$ cat config.mk
export PLATFORM = sky130hd
export DESIGN_NAME = gemm_tile_sequencer_flat
export DESIGN_NICKNAME = d
export VERILOG_FILES = /design/src/rtl/gemm_tile_sequencer_pkg.sv /design/src/rtl/gemm_tile_sequencer_if.sv /design/src/rtl/gemm_tile_sequencer_issue_pipe.sv /design/src/rtl/gemm_tile_sequencer.sv /design/src/flat_wrapper.sv
export SDC_FILE = /design/constraint.sdc
export NUM_CORES = 1
export LEC_CHECK = 0
export CORE_ASPECT_RATIO = 1.2
export CORE_MARGIN = 2
export CORE_UTILIZATION = 65
export DETAILED_ROUTE_END_ITERATION = 10
export PLACE_DENSITY = 0.84
export SYNTH_ARGS = -nofsm -noshare
export SYNTH_HDL_FRONTEND = slang
export SYNTH_SLANG_ARGS = --single-unit
$ cat constraint.sdc
create_clock -name clk_i -period 15.1 [get_ports clk_i]
set_input_delay 1.51 -clock clk_i [delete_from_list [all_inputs] [get_ports clk_i]]
set_output_delay 1.51 -clock clk_i [all_outputs]
set_load 0.05 [all_outputs]
$ cat src/rtl/gemm_tile_sequencer_pkg.sv
// Shared types for the GEMM tile sequencer: FSM states, issue-pipe tag and helpers.
// Tag fields are sized to fixed upper bounds so one struct serves every parameterisation.
package gemm_pkg;

    localparam int unsigned TagAddrW = 16;  // upper bound on AddrWidth
    localparam int unsigned TagMaskW = 16;  // upper bound on M and N

    typedef enum logic [1:0] {
        IDLE,
        RUN,
        DRAIN,
        DONE
    } seq_state_e;

    typedef struct packed {
        logic                valid;
        logic                clear;
        logic                last_k;
        logic [TagAddrW-1:0] c_addr;
        logic [TagMaskW-1:0] row_mask;
        logic [TagMaskW-1:0] col_mask;
    } issue_tag_t;

    function automatic logic [31:0] ceil_div(input logic [31:0] num, input logic [31:0] den);
        return (num + den - 32'd1) / den;
    endfunction

endpackage

$ cat src/rtl/gemm_tile_sequencer_if.sv
// Start/size request and SRAM/MAC control bundle of the tile sequencer.
// master = sequencer side, slave = accelerator datapath / environment side.
interface gemm_tile_sequencer_if #(
    parameter int unsigned M             = 4,
    parameter int unsigned N             = 4,
    parameter int unsigned AddrWidth     = 10,
    parameter int unsigned SizeAddrWidth = 8
);
    logic                     start_i;
    logic [SizeAddrWidth-1:0] M_size_i;
    logic [SizeAddrWidth-1:0] K_size_i;
    logic [SizeAddrWidth-1:0] N_size_i;
    logic [AddrWidth-1:0]     sram_a_addr_o;
    logic [AddrWidth-1:0]     sram_b_addr_o;
    logic [AddrWidth-1:0]     sram_c_addr_o;
    logic                     sram_c_we_o;
    logic                     mac_valid_o;
    logic                     mac_clear_o;
    logic [M-1:0]             row_mask_o;
    logic [N-1:0]             col_mask_o;
    logic                     busy_o;
    logic                     done_o;

    modport master (
        input  start_i, M_size_i, K_size_i, N_size_i,
        output sram_a_addr_o, sram_b_addr_o, sram_c_addr_o, sram_c_we_o,
               mac_valid_o, mac_clear_o, row_mask_o, col_mask_o, busy_o, done_o
    );

    modport slave (
        output start_i, M_size_i, K_size_i, N_size_i,
        input  sram_a_addr_o, sram_b_addr_o, sram_c_addr_o, sram_c_we_o,
               mac_valid_o, mac_clear_o, row_mask_o, col_mask_o, busy_o, done_o
    );
endinterface

$ cat src/rtl/gemm_tile_sequencer_issue_pipe.sv
// Delay line aligning issued k-step tags with SRAM read data (ReadLatency stages).
module gemm_issue_pipe
    import gemm_pkg::*;
#(
    parameter int unsigned ReadLatency = 1
) (
    input  logic       clk_i,
    input  logic       rst_ni,
    input  issue_tag_t i_tag,
    output issue_tag_t o_tag,
    output logic       o_busy
);
    issue_tag_t r_stage [ReadLatency];

    always_ff @(posedge clk_i or negedge rst_ni) begin
        if (!rst_ni) begin
            for (int unsigned i = 0; i < ReadLatency; i++) r_stage[i] <= '0;
        end else begin
            r_stage[0] <= i_tag;
            for (int unsigned i = 1; i < ReadLatency; i++) r_stage[i] <= r_stage[i-1];
        end
    end

    assign o_tag = r_stage[ReadLatency-1];

    always_comb begin
        o_busy = 1'b0;
        for (int unsigned i = 0; i < ReadLatency; i++) o_busy = o_busy | r_stage[i].valid;
    end
endmodule

$ cat src/rtl/gemm_tile_sequencer.sv
// Output-stationary M x K x N tile-loop sequencer: issues A/B reads, MAC control
// aligned to the SRAM read latency, and one C write per output tile.
module gemm_tile_sequencer
    import gemm_pkg::*;
#(
    parameter int unsigned M             = 4,
    parameter int unsigned N             = 4,
    parameter int unsigned K             = 4,
    parameter int unsigned AddrWidth     = 10,
    parameter int unsigned SizeAddrWidth = 8,
    parameter int unsigned ReadLatency   = 1
) (
    input logic                   clk_i,
    input logic                   rst_ni,
    gemm_tile_sequencer_if.master bus
);
    localparam int unsigned   CW  = AddrWidth + 1;
    localparam logic [CW-1:0] One = CW'(1);

    seq_state_e               r_state, w_state_nxt;
    logic [SizeAddrWidth-1:0] r_msize, r_nsize;
    logic [CW-1:0]            r_mt_cnt, r_kt_cnt, r_nt_cnt;
    logic [CW-1:0]            r_mt, r_nt, r_kt;
    logic [AddrWidth-1:0]     r_a_addr, r_b_addr, r_c_addr;
    logic                     r_c_we;
    issue_tag_t               r_tag, w_tag_nxt, w_pipe_out;

    logic                     w_pipe_busy, w_issue, w_accept, w_zero_size, w_last_step;
    logic [CW-1:0]            w_mt_cnt, w_kt_cnt, w_nt_cnt, w_mt, w_nt, w_kt;
    logic [SizeAddrWidth-1:0] w_msize, w_nsize;
    logic [AddrWidth-1:0]     w_a_addr, w_b_addr, w_c_addr;
    logic [M-1:0]             w_row_mask;
    logic [N-1:0]             w_col_mask;

    // In IDLE the step-0 tag is built straight from the inputs being latched.
    assign w_mt_cnt = (r_state == IDLE) ? CW'(ceil_div(32'(bus.M_size_i), M)) : r_mt_cnt;
    assign w_kt_cnt = (r_state == IDLE) ? CW'(ceil_div(32'(bus.K_size_i), K)) : r_kt_cnt;
    assign w_nt_cnt = (r_state == IDLE) ? CW'(ceil_div(32'(bus.N_size_i), N)) : r_nt_cnt;
    assign w_msize  = (r_state == IDLE) ? bus.M_size_i : r_msize;
    assign w_nsize  = (r_state == IDLE) ? bus.N_size_i : r_nsize;

    assign w_zero_size = (bus.M_size_i == '0) || (bus.K_size_i == '0) || (bus.N_size_i == '0);
    assign w_last_step = (r_mt == r_mt_cnt - One) && (r_nt == r_nt_cnt - One)
                      && (r_kt == r_kt_cnt - One);

    always_comb begin
        w_state_nxt = r_state;
        w_issue     = 1'b0;
        w_accept    = 1'b0;
        w_mt        = r_mt;
        w_nt        = r_nt;
        w_kt        = r_kt;
        case (r_state)
            IDLE: begin
                if (bus.start_i) begin
                    w_accept = 1'b1;
                    w_mt     = '0;
                    w_nt     = '0;
                    w_kt     = '0;
                    if (w_zero_size) begin
                        w_state_nxt = DONE;
                    end else begin
                        w_state_nxt = RUN;
                        w_issue     = 1'b1;
                    end
                end
            end
            RUN: begin
                if (w_last_step) begin
                    w_state_nxt = DRAIN;
                end else begin
                    w_issue = 1'b1;
                    if (r_kt == r_kt_cnt - One) begin
                        w_kt = '0;
                        if (r_nt == r_nt_cnt - One) begin
                            w_nt = '0;
                            w_mt = r_mt + One;
                        end else begin
                            w_nt = r_nt + One;
                        end
                    end else begin
                        w_kt = r_kt + One;
                    end
                end
            end
            DRAIN:   if (!w_pipe_busy) w_state_nxt = DONE;
            DONE:    w_state_nxt = IDLE;
            default: w_state_nxt = IDLE;
        endcase
    end

    assign w_a_addr = AddrWidth'(w_mt * w_kt_cnt + w_kt);
    assign w_b_addr = AddrWidth'(w_kt * w_nt_cnt + w_nt);
    assign w_c_addr = AddrWidth'(w_mt * w_nt_cnt + w_nt);

    always_comb begin
        w_row_mask = '0;
        w_col_mask = '0;
        for (int unsigned r = 0; r < M; r++)
            w_row_mask[r] = (32'(w_mt) * M + r) < 32'(w_msize);
        for (int unsigned c = 0; c < N; c++)
            w_col_mask[c] = (32'(w_nt) * N + c) < 32'(w_nsize);
    end

    always_comb begin
        w_tag_nxt          = '0;
        w_tag_nxt.valid    = 1'b1;
        w_tag_nxt.clear    = (w_kt == '0);
        w_tag_nxt.last_k   = (w_kt == w_kt_cnt - One);
        w_tag_nxt.c_addr   = TagAddrW'(w_c_addr);
        w_tag_nxt.row_mask = TagMaskW'(w_row_mask);
        w_tag_nxt.col_mask = TagMaskW'(w_col_mask);
    end

    always_ff @(posedge clk_i or negedge rst_ni) begin
        if (!rst_ni) r_state <= IDLE;
        else         r_state <= w_state_nxt;
    end

    always_ff @(posedge clk_i or negedge rst_ni) begin
        if (!rst_ni) begin
            r_msize  <= '0;
            r_nsize  <= '0;
            r_mt_cnt <= '0;
            r_kt_cnt <= '0;
            r_nt_cnt <= '0;
            r_mt     <= '0;
            r_nt     <= '0;
            r_kt     <= '0;
            r_a_addr <= '0;
            r_b_addr <= '0;
            r_c_addr <= '0;
            r_c_we   <= 1'b0;
            r_tag    <= '0;
        end else begin
            if (w_accept) begin
                r_msize  <= bus.M_size_i;
                r_nsize  <= bus.N_size_i;
                r_mt_cnt <= w_mt_cnt;
                r_kt_cnt <= w_kt_cnt;
                r_nt_cnt <= w_nt_cnt;
            end
            if (w_issue) begin
                r_mt     <= w_mt;
                r_nt     <= w_nt;
                r_kt     <= w_kt;
                r_a_addr <= w_a_addr;
                r_b_addr <= w_b_addr;
            end
            r_tag  <= w_issue ? w_tag_nxt : '0;
            // Accumulator register stage: write lands one cycle after the last k-step.
            r_c_we <= w_pipe_out.valid & w_pipe_out.last_k;
            if (w_pipe_out.valid & w_pipe_out.last_k)
                r_c_addr <= AddrWidth'(w_pipe_out.c_addr);
        end
    end

    gemm_issue_pipe #(
        .ReadLatency(ReadLatency)
    ) u_issue_pipe (
        .clk_i (clk_i),
        .rst_ni(rst_ni),
        .i_tag (r_tag),
        .o_tag (w_pipe_out),
        .o_busy(w_pipe_busy)
    );

    assign bus.sram_a_addr_o = r_a_addr;
    assign bus.sram_b_addr_o = r_b_addr;
    assign bus.sram_c_addr_o = r_c_addr;
    assign bus.sram_c_we_o   = r_c_we;
    assign bus.mac_valid_o   = w_pipe_out.valid;
    assign bus.mac_clear_o   = w_pipe_out.clear;
    assign bus.row_mask_o    = M'(w_pipe_out.row_mask);
    assign bus.col_mask_o    = N'(w_pipe_out.col_mask);
    assign bus.busy_o        = (r_state != IDLE);
    assign bus.done_o        = (r_state == DONE);
endmodule
$ cat src/flat_wrapper.sv
// flat-port wrapper written by rule: the top's interface ports become plain ports
module gemm_tile_sequencer_flat import gemm_pkg::*;
#(
    parameter int unsigned M             = 4,
    parameter int unsigned N             = 4,
    parameter int unsigned K             = 4,
    parameter int unsigned AddrWidth     = 10,
    parameter int unsigned SizeAddrWidth = 8,
    parameter int unsigned ReadLatency   = 1
)
  (clk_i, rst_ni, bus_start_i, bus_M_size_i, bus_K_size_i, bus_N_size_i, bus_sram_a_addr_o, bus_sram_b_addr_o, bus_sram_c_addr_o, bus_sram_c_we_o, bus_mac_valid_o, bus_mac_clear_o, bus_row_mask_o, bus_col_mask_o, bus_busy_o, bus_done_o);
  gemm_tile_sequencer_if #(.M(M), .N(N), .AddrWidth(AddrWidth), .SizeAddrWidth(SizeAddrWidth)) bus_i ();
  input logic clk_i;
  input logic rst_ni;
  input wire logic [$bits(bus_i.start_i)-1:0] bus_start_i;
  input wire logic [$bits(bus_i.M_size_i)-1:0] bus_M_size_i;
  input wire logic [$bits(bus_i.K_size_i)-1:0] bus_K_size_i;
  input wire logic [$bits(bus_i.N_size_i)-1:0] bus_N_size_i;
  output wire logic [$bits(bus_i.sram_a_addr_o)-1:0] bus_sram_a_addr_o;
  output wire logic [$bits(bus_i.sram_b_addr_o)-1:0] bus_sram_b_addr_o;
  output wire logic [$bits(bus_i.sram_c_addr_o)-1:0] bus_sram_c_addr_o;
  output wire logic [$bits(bus_i.sram_c_we_o)-1:0] bus_sram_c_we_o;
  output wire logic [$bits(bus_i.mac_valid_o)-1:0] bus_mac_valid_o;
  output wire logic [$bits(bus_i.mac_clear_o)-1:0] bus_mac_clear_o;
  output wire logic [$bits(bus_i.row_mask_o)-1:0] bus_row_mask_o;
  output wire logic [$bits(bus_i.col_mask_o)-1:0] bus_col_mask_o;
  output wire logic [$bits(bus_i.busy_o)-1:0] bus_busy_o;
  output wire logic [$bits(bus_i.done_o)-1:0] bus_done_o;
  assign bus_i.start_i = bus_start_i;
  assign bus_i.M_size_i = bus_M_size_i;
  assign bus_i.K_size_i = bus_K_size_i;
  assign bus_i.N_size_i = bus_N_size_i;
  assign bus_sram_a_addr_o = bus_i.sram_a_addr_o;
  assign bus_sram_b_addr_o = bus_i.sram_b_addr_o;
  assign bus_sram_c_addr_o = bus_i.sram_c_addr_o;
  assign bus_sram_c_we_o = bus_i.sram_c_we_o;
  assign bus_mac_valid_o = bus_i.mac_valid_o;
  assign bus_mac_clear_o = bus_i.mac_clear_o;
  assign bus_row_mask_o = bus_i.row_mask_o;
  assign bus_col_mask_o = bus_i.col_mask_o;
  assign bus_busy_o = bus_i.busy_o;
  assign bus_done_o = bus_i.done_o;
  gemm_tile_sequencer #(.M(M), .N(N), .K(K), .AddrWidth(AddrWidth), .SizeAddrWidth(SizeAddrWidth), .ReadLatency(ReadLatency)) u_core (.clk_i(clk_i), .rst_ni(rst_ni), .bus(bus_i));
endmodule
==> summary by stage <==
Timing
After routing, the total negative slack on setup checks comes to 0 ns. Clock skew on the completed layout was measured at 0.0170 ns. The count of endpoints failing hold in the final timing report is 0. The number of pins with negative max-slew slack in the final report was 0. The worst-margin pin slew is 1.11 ns. Setup violations remaining at the end of the flow were counted as 0.

In the finished design, the share of the clock period the worst path needs comes to 0.604. The worst path needs 9.12 ns of the cycle, external delays included. The timing-limited maximum frequency is 0.110 GHz.

The worst max-slew margin expressed relative to the limit is 0.251. Setup repair after global routing left no endpoint under its margin.

Clocking
The post-cts resize count is 0. The tree built by TritonCTS fans out to 157 sinks. The CTS tree is yes. The number of buffers inserted by hold repair at cts is 0. The clock reaches the later pin of the worst-skew pair after 0.45 ns. The H-tree depth is 4.

The number of setup buffers added after CTS is 0. Counting the buffers created by CTS gives 17. Clock tree synthesis selected as its root buffer the cell sky130_fd_sc_hd__clkbuf_16. The longest clock path from root to sink contains 2 buffers.

After clock tree synthesis, the clock-pin slew on the worst setup and hold paths is 0.07 ns.

Yosys
The number of nets handed over by synthesis was 2016. The synthesized design contains 0 enable-type register cells. The synthesized design contains 157 register bits. The biggest area contributor in the post-synthesis netlist is sky130_fd_sc_hd__dfrtp_1. After synthesis, the cell types taking the most area are sky130_fd_sc_hd__dfrtp_1 26%, sky130_fd_sc_hd__fa_1 12%, sky130_fd_sc_hd__ha_1 9.5%, sky130_fd_sc_hd__nand2_1 5.9%, sky130_fd_sc_hd__inv_1 5.1%. Counting every instance in the synthesized netlist gives 1784.

The post-synthesis cell area is 15200 sq um. For this run, the leading register cell type out of synthesis is sky130_fd_sc_hd__dfrtp_1. The count of synthesis-stage warnings from yosys is 0. Of the synthesized area, sequential elements account for 0.258. Each instance of the synthesized netlist takes up on average 8.52 sq um. The async set-or-reset flop fraction in the synthesized netlist is 1.00. The distinct cell type count of the synthesized netlist is 85. The share of synthesized area in the top cell type comes to 0.258.

Setup path
For the worst setup path, the data arrival time is 9.50 ns. The startpoint type of the worst setup path is a register. The worst-path cell with the longest stage delay is sky130_fd_sc_hd__or4_4. The critical path contains buffers and inverters numbering 5 combined. STA classifies the critical path endpoint as a register. The family with the most delay on the worst path is adder cells. For this run, the slowest stage of the critical path takes 0.80 ns. By startpoint and endpoint, the worst setup path is classified as register to register. The cell that appears most often on the critical path is sky130_fd_sc_hd__inv_1. STA puts the critical path data required time at 15.48 ns. Along the worst path, the maximum fanout reaches 16.

Routing
The first detailed-routing pass took 5 iterations. The remaining routing DRC violations is 0. The aggregate routed wire length is 41.4 mm. In the final routed layout, each cell accounts on average for 19.5 um. The number of nets with antenna violations after detailed routing is 0.

The routed via count divided by cell count is 6.08. The number of design-rule violations left by the first detailed-router iteration is 1148. The number of vias in the routed layout is 12908.

Global route
The first global-routing pass estimated 66.7 mm of wire. The all-layer global routing usage is 0.351. The number of global-route vias before repair is 12887. The global-route congestion overflow total is 0. The maximum number of pins on one net before global-route repair is 80. The initial antenna violation count came to 0.

Die
The count of boundary I/O pins is 70. The overall die height is 172 um. The horizontal die dimension is 144 um. The die covers 24600 sq um.

The initial standard-cell utilization of the core is 0.660. Row generation in the floorplan step produced 61 rows. The floorplan core area is 23000 sq um.

Placed design
The detailed placer's ending HPWL is 30.8 mm. The congestion estimate from routability-driven global placement came to 1.01. Buffers placed on the I/O ports in this run total 69.

Cells and area
Leaving out fill and tap cells, the most frequent cell in the layout is sky130_fd_sc_hd__nand2_1. The library cells used most frequently in the layout, excluding fill and tap cells, are 239 x sky130_fd_sc_hd__nand2_1, 204 x sky130_fd_sc_hd__inv_1, 186 x sky130_fd_sc_hd__nor2_1, 157 x sky130_fd_sc_hd__dfrtp_1, 114 x sky130_fd_sc_hd__ha_1. After filler insertion, the fill cell instance count of the layout stands at 1783.

From synthesis to final layout, the design area changed by 9.56%. Across the whole layout, storage elements account for 3930 sq um. The multi-input combinational cell area is 10100 sq um. The repair_antennas step left the layout with diodes totalling 0. The fraction of layout cells with a size suffix above 1 is 0.0619. The number of nets in the layout is 2028.

Status
The run finished with clean final reports.

Hold path
The kind of path behind the tightest hold check is register to register.

Flow run
Across the run, the number of max-cap violations was 0.
per-stage QoR:
stage	setup slack, ns	std cells	hold WS, ns	utilization	cell area, sq um
CTS	6.08	2124	0.349	0.723	16700
global placement	6.21	2092	0.332	0.695	16000
detailed placement	5.95	2092	0.335	0.695	16000
global route	5.59	2124	0.352	0.723	16700
finish	5.98	2124	0.348	0.723	16700
floorplan	7.25	1784	0.331	-	15200
state kept, by name, indices dropped and copies added, names as in the netlist:
name / count
u_core.r_tag: 21
u_core.u_issue_pipe.o_tag: 20
u_core.r_kt: 11
u_core.r_kt_cnt: 11
u_core.r_mt: 11
u_core.r_mt_cnt: 11
u_core.r_nt: 11
u_core.r_nt_cnt: 11
u_core.bus.sram_a_addr_o: 10
u_core.bus.sram_b_addr_o: 10
u_core.bus.sram_c_addr_o: 10
u_core.r_msize: 8
u_core.r_nsize: 8
u_core.r_state: 2
u_core.bus.sram_c_we_o: 1
u_core.u_issue_pipe.o_busy: 1
final timing paths:
| check | startpoint | cells after the start | endpoint | slack [ns] |
|---|---|---|---|---|
| max in group asynchronous | rst_ni | 2 | u_core.r_nsize[1]$_DFFE_PN0P_ | 12.47 |
| min in group asynchronous | rst_ni | 1 | u_core.bus.sram_a_addr_o[7]$_DFFE_PN0P_ | 1.09 |
| max | u_core.r_nt_cnt[0]$_DFFE_PN0P_ | 30 | u_core.r_tag[41]$_DFF_PN0_ | 5.98 |
| min | u_core.r_tag[2]$_DFF_PN0_ | 0 | u_core.u_issue_pipe.o_tag[2]$_DFF_PN0_ | 0.35 |
| min reg2reg | u_core.r_tag[2]$_DFF_PN0_ | 0 | u_core.u_issue_pipe.o_tag[2]$_DFF_PN0_ | 0.35 |
| max reg2reg | u_core.r_nt_cnt[0]$_DFFE_PN0P_ | 30 | u_core.r_tag[41]$_DFF_PN0_ | 5.98 |
cells in the mapped netlist, types with 11 or more instances:
cell / instances
sky130_fd_sc_hd__clkbuf_1: 66
sky130_fd_sc_hd__inv_1: 205
sky130_fd_sc_hd__nand2_1: 240
sky130_fd_sc_hd__a21oi_1: 90
sky130_fd_sc_hd__nor4_1: 17
sky130_fd_sc_hd__xnor3_1: 11
sky130_fd_sc_hd__mux2_2: 18
sky130_fd_sc_hd__and2_1: 16
sky130_fd_sc_hd__and3_1: 26
sky130_fd_sc_hd__o21ai_0: 61
sky130_fd_sc_hd__a21o_1: 29
sky130_fd_sc_hd__nor2_1: 187
sky130_fd_sc_hd__nand3_1: 29
sky130_fd_sc_hd__fa_1: 90
sky130_fd_sc_hd__nand4_1: 19
sky130_fd_sc_hd__mux2i_1: 28
sky130_fd_sc_hd__xnor2_1: 82
sky130_fd_sc_hd__xor2_1: 47
sky130_fd_sc_hd__dfrtp_1: 157
sky130_fd_sc_hd__ha_1: 115
sky130_fd_sc_hd__nor3_1: 26
worst register-to-register path, delay by kind of cell (launching register included):
family | cells | cell delay (ns)
fa+ha+maj | 7 | 2.91
simple gates | 5 | 2.37
compound gates | 8 | 1.42
xor+xnor | 5 | 1.15
buf+inv | 5 | 0.72
flops | 1 | 0.48
metal layers:
layer / vias to the layer above / part of all wire / track usage
met5: - / 0 / 0
met4: 0 / 0.049 / 0.173
met3: 148 / 0.088 / 0.0663
met2: 647 / 0.47 / 0.565
met1: 6177 / 0.39 / 0.456
li1: 5936 / - / -
kinds of logic (layout without fill, tap and decap cells):
kind of cell    after synthesis  in the layout  share of synthesized area
simple gates                636            636                      0.198
buf+inv                     306            331                     0.0806
compound gates              293            293                      0.126
fa+ha+maj                   205            205                      0.213
flops                       157            157                      0.258
xor+xnor                    140            140                     0.0906
mux                          47             47                     0.0328
cell type report:
| class | instances | share of cell area |
|---|---|---|
| inverter | 212 | 0.0478 |
| sequential | 157 | 0.236 |
| clock inverter | 12 | 0.0110 |
| multi-input combinational | 1321 | 0.605 |
| tap | 315 | 0.0237 |
| timing repair buffer | 87 | 0.0496 |
| clock buffer | 20 | 0.0274 |
Power is left out: the tool's default activity adds up to more than one toggle a clock period on the data nets, which glitch-free logic cannot reach.
==> edit 1, RTL diff (config.mk and constraints unchanged) <==
The 4 states of `seq_state_e` get a one-hot encoding in 4 bits.
--- a/src/rtl/gemm_tile_sequencer_pkg.sv
+++ b/src/rtl/gemm_tile_sequencer_pkg.sv
@@ -7,7 +7,7 @@
 
-    typedef enum logic [1:0] {
-        IDLE,
-        RUN,
-        DRAIN,
-        DONE
+    typedef enum logic [3:0] {
+        IDLE  = 4'b0001,
+        RUN   = 4'b0010,
+        DRAIN = 4'b0100,
+        DONE  = 4'b1000
     } seq_state_e;
Function: same outputs for any inputs over 4 cycles, from zero or initial values and one cycle with rst_ni low; so few cycles prove little.
==> edit 1 against the unedited design <==
Design area fell by 2.2%. Area after synthesis decreased by 2.0%. Setup slack got worse by 0.15 ns. Sequential cell count increased by 2. Wire length shrank 6.4%. Largest cell class unchanged.
Power is not shown: default switching activity piles up to over one toggle a cycle in this logic, so the estimate is an artifact.
==> edit 1: results (changes against the unedited design) <==
Synth top cells by count 273 x nand2_1, 218 x inv_1, 164 x nor2_1; Biggest register u_core.r_tag; worst clock skew 0.01805 ns (+0.001093 ns); vias in the first global route 12783 (-0.81%); Largest register FFs 21 (unchanged); met3 Track Usage GR 6.809% (+0.18 points); post-detail-place hpwl 28170 um (-8.4%); Seq/Total Area, Yosys 26.72% (+0.88 points); Post-CTS Setup Inserts 0 (unchanged); largest net degree at the start of global routing 85 (+6.3%); synth top area cells dfrtp_1 27%, fa_1 12%, ha_1 9.2%; Hold Crit Depth 0 (unchanged); fill count 1629 (-8.6%); flop2flop setup slack 5.83 ns (-0.15 ns); slew margin rel. 22.18% (-2.9 points); top_reg_cell synth dfrtp_1; Largest stage delay, worst path 0.76 ns (-0.04 ns); Skew-Pair Late Insertion Delay 0.45 ns (about the same); number of buffers created by CTS 17 (unchanged); share of cells above drive strength 1 5.824% (-0.37 points); Async S/R FF share, synth 100.0% (unchanged); clk buf depth 2 (unchanged); fin nets 2017 (-0.54%); grt met2 use 54.42% (-2.1 points); CTS H-tree depth 4 (unchanged); Hold Startpoint u_core.r_tag[18]; FF-to-FF path depth 31 (+3.3%); status complete, no violations; synth warn 0 (unchanged); met1 usage 41.68% (-4.0 points); Placer Congestion 0.9796 (-2.7%); synth unique cells 83 (-2.4%); critical path arrival 9.65 ns (+0.15 ns); gr usage total 33.26% (-1.9 points); pre-CTS WS 6.262 ns (+0.3143 ns); Hold EP u_core.u_issue_pipe.o_tag[18]; DR pass1 iterations 6 (+1); number of vias per cell 6.168 (+1.5%); diode count 0 (unchanged); WL final 38750 um (-6.4%); CP Max Fanout 11 (-5); reg-to-reg endpoint u_core.r_tag[41]; Critical-path top delay cell nor3_1; first-pass GRT wire length 63140 um (-5.3%); 1st-iter DRT viols 1477 (+29%)
## edit 1: worst max path at each step
| stage | from | to | slack [ns] |
|---|---|---|---|
| after floorplan | u_core.r_kt_cnt[0] | u_core.r_tag[41] | 6.81 |
| after global placement | bus_N_size_i[2] | u_core.bus.sram_b_addr_o[9] | 6.39 |
| after detailed placement | bus_N_size_i[2] | u_core.bus.sram_b_addr_o[9] | 6.26 |
| after CTS | u_core.r_nt_cnt[0] | u_core.r_tag[41] | 6.06 |
| after global routing | u_core.r_nt_cnt[0] | u_core.bus.sram_b_addr_o[9] | 5.41 |
| final | u_core.r_nt_cnt[0] | u_core.r_tag[41] | 5.83 |
## edit 1: logic make-up after synthesis
kind of cell / after synthesis / synth area share, %
and+or+nand+nor: 653 / 20.58
buffers and inverters: 311 / 8.197
AOI/OAI and AO/OA: 275 / 11.62
adders and majority gates: 203 / 21.53
DFF: 159 / 26.72
xor gates and xnor gates: 143 / 9.213
muxes: 30 / 2.142
## edit 1: layer usage
metal | up-vias | wire [um]
met4 | 0 | 2069
met1 | 6156 | 15130
met2 | 659 | 18220
met5 | - | 0
li1 | 5839 | -
met3 | 187 | 3335
## edit 1: critical path, delay by kind of cell, from the launching register on
kind	cells	cell delay, ns
buf+inv	5	0.31
fa+ha+maj	6	2.68
simple gates	7	2.64
xor+xnor	11	2.21
flops	1	0.44
compound gates	2	0.93
## edit 1: cell type report
class | instances | share of cell area [%]
Inverter | 220 | 5.069
Timing Repair Buffer | 88 | 5.122
Clock inverter | 13 | 0.9062
Sequential cell | 159 | 24.43
Clock buffer | 19 | 2.719
Tap cell | 279 | 2.143
Multi-Input combinational cell | 1304 | 59.61
## edit 1: metrics by stage
step | hold slack (ns) | instance area [sq um] | cells
after floorplan | 0.3312 | 14900 | 1774
after detailed placement | 0.3347 | 15700 | 2050
after CTS | 0.3389 | 16290 | 2082
final | 0.3379 | 16290 | 2082
after global placement | 0.3314 | 15700 | 2050
after global routing | 0.3522 | 16290 | 2082
==> edit 2, RTL diff (same flow settings) <==
Made on the original files. `N` is set to 4 in 3 places; all go to 8.
--- a/src/rtl/gemm_tile_sequencer_if.sv
+++ b/src/rtl/gemm_tile_sequencer_if.sv
@@ -4,3 +4,3 @@
     parameter int unsigned M             = 4,
-    parameter int unsigned N             = 4,
+    parameter int unsigned N             = 8,
     parameter int unsigned AddrWidth     = 10,
--- a/src/rtl/gemm_tile_sequencer.sv
+++ b/src/rtl/gemm_tile_sequencer.sv
@@ -6,3 +6,3 @@
     parameter int unsigned M             = 4,
-    parameter int unsigned N             = 4,
+    parameter int unsigned N             = 8,
     parameter int unsigned K             = 4,
--- a/src/flat_wrapper.sv
+++ b/src/flat_wrapper.sv
@@ -4,3 +4,3 @@
     parameter int unsigned M             = 4,
-    parameter int unsigned N             = 4,
+    parameter int unsigned N             = 8,
     parameter int unsigned K             = 4,
Interface: changed (resized bus_col_mask_o); port bits go from 70 to 74. No check against the original RTL was run, so the function may have changed too.
==> edit 2 against the unedited design <==
Clock skew fell by 0.0054 ns. Die area is 1.6% higher. Critical path depth shrank 1. Setup slack improved by 0.14 ns. Count of clock-buffer cells in the layout decreased by 1. Final cell count is 2.0% higher. Wire length is 6.3% higher. Synthesized cell count grew 2.7%. Sequential cell count increased by 8. Area after synthesis up 1.6%. Design area increased by 1.5%. Critical endpoint is now u_core.bus.sram_a_addr_o[9].
Power is left out: the tool's default activity adds up to more than one toggle a clock period on the data nets, which glitch-free logic cannot reach.
==> edit 2: results (changes against the unedited design) <==
status complete, no violations; Placer Congestion 0.9892 (-1.7%); fin nets 2069 (+2.0%); slew margin rel. 8.419% (-17 points); Post-Synthesis Cells 1833 (+2.7%); 1st-iter DRT viols 1142 (-0.52%); routed len/inst 20.32 um (+4.3%); diode count 0 (unchanged); synth warn 0 (unchanged); initial antenna violation count 0 (unchanged); row cnt 61 (unchanged); pre-CTS WS 5.946 ns (-0.001310 ns); DR WL met3 3908 um (+6.7%); hold slack 0.3462 ns (-0.001895 ns); metal2 WL 20380 um (+5.0%); GRT Residual Overflow 0 (unchanged); number of vias per cell 6.201 (+2.0%); worst clock skew 0.01151 ns (-0.005448 ns); Synth top cells by count 265 x nand2_1, 207 x inv_1, 193 x nor2_1; Largest stage delay, worst path 0.78 ns (-0.02 ns); first-pass GRT wire length 71350 um (+7.0%); Biggest register u_core.r_tag; WL final 44020 um (+6.3%); CP Max Fanout 17 (+1); PostCTS Resize Cnt 0 (unchanged); DP Area 16320 sq um (+1.9%); Largest register FFs 25 (+19%); post-detail-place hpwl 32090 um (+4.3%); critical path arrival 9.30 ns (-0.20 ns); Top Metal Used met4; Metal-1 WL 16950 um (+4.0%); share of cells above drive strength 1 5.943% (-0.25 points); min Tclk post-route 8.984 ns (-0.1397 ns); worst hold path class flop to flop; synth unique cells 89 (+4.7%); gr usage total 36.95% (+1.8 points); FF-to-FF path depth 29 (-3.3%); CTS H-tree depth 4 (unchanged); I/O Buffers 73 (+5.8%); DR pass1 iterations 6 (+1); top_reg_cell synth dfrtp_1; vias in the first global route 13587 (+5.4%); Async S/R FF share, synth 100.0% (unchanged); Hold EP u_core.u_issue_pipe.o_tag[36]; flop2flop setup slack 6.12 ns (+0.14 ns); RR Startpoint u_core.r_mt_cnt[2]; largest net degree at the start of global routing 88 (+10%); Critical-path top delay cell nor4_1; fill count 1750 (-1.9%); Seq/Total Area, Yosys 26.72% (+0.88 points); crit path to u_core.bus.sram_a_addr_o[9]; number of buffers created by CTS 17 (unchanged); synth top area cells dfrtp_1 27%, fa_1 12%, ha_1 9.2%; Hold Startpoint u_core.r_tag[36]
## edit 2: cell types whose count changed after synthesis, moves of 7 or more
cell      before  now
nand2_1      240  265
and3_1        26   11
clkbuf_1      66   81
xnor2_1       82   95
and2_1        16   25
xor2_1        47   38
dfrtp_1      157  165
a31oi_1       10   17
o21ai_0       61   54
## edit 2: final cells by class
type,instances,area (sq um),share of cell area [%]
multi-input cells,1348,10100,59.74
flip-flops and latches,165,4129,24.41
repair buffers,95,897.1,5.304
inverters,211,797.0,4.712
clock buffers,19,442.9,2.619
well taps,315,394.1,2.330
clock inverters,13,148.9,0.8803
## edit 2: logic make-up after synthesis
family / share of synthesized area, %
DFF: 26.72
xor gates and xnor gates: 8.713
adders and majority gates: 20.89
and+or+nand+nor: 19.60
muxes: 3.109
buffers and inverters: 8.154
AOI/OAI and AO/OA: 12.82
## edit 2: layer usage
metal	up-vias	track usage (%)
li1	6081	-
met1	6482	46.97
met2	690	58.71
met3	179	7.726
met4	0	20.11
met5	-	0
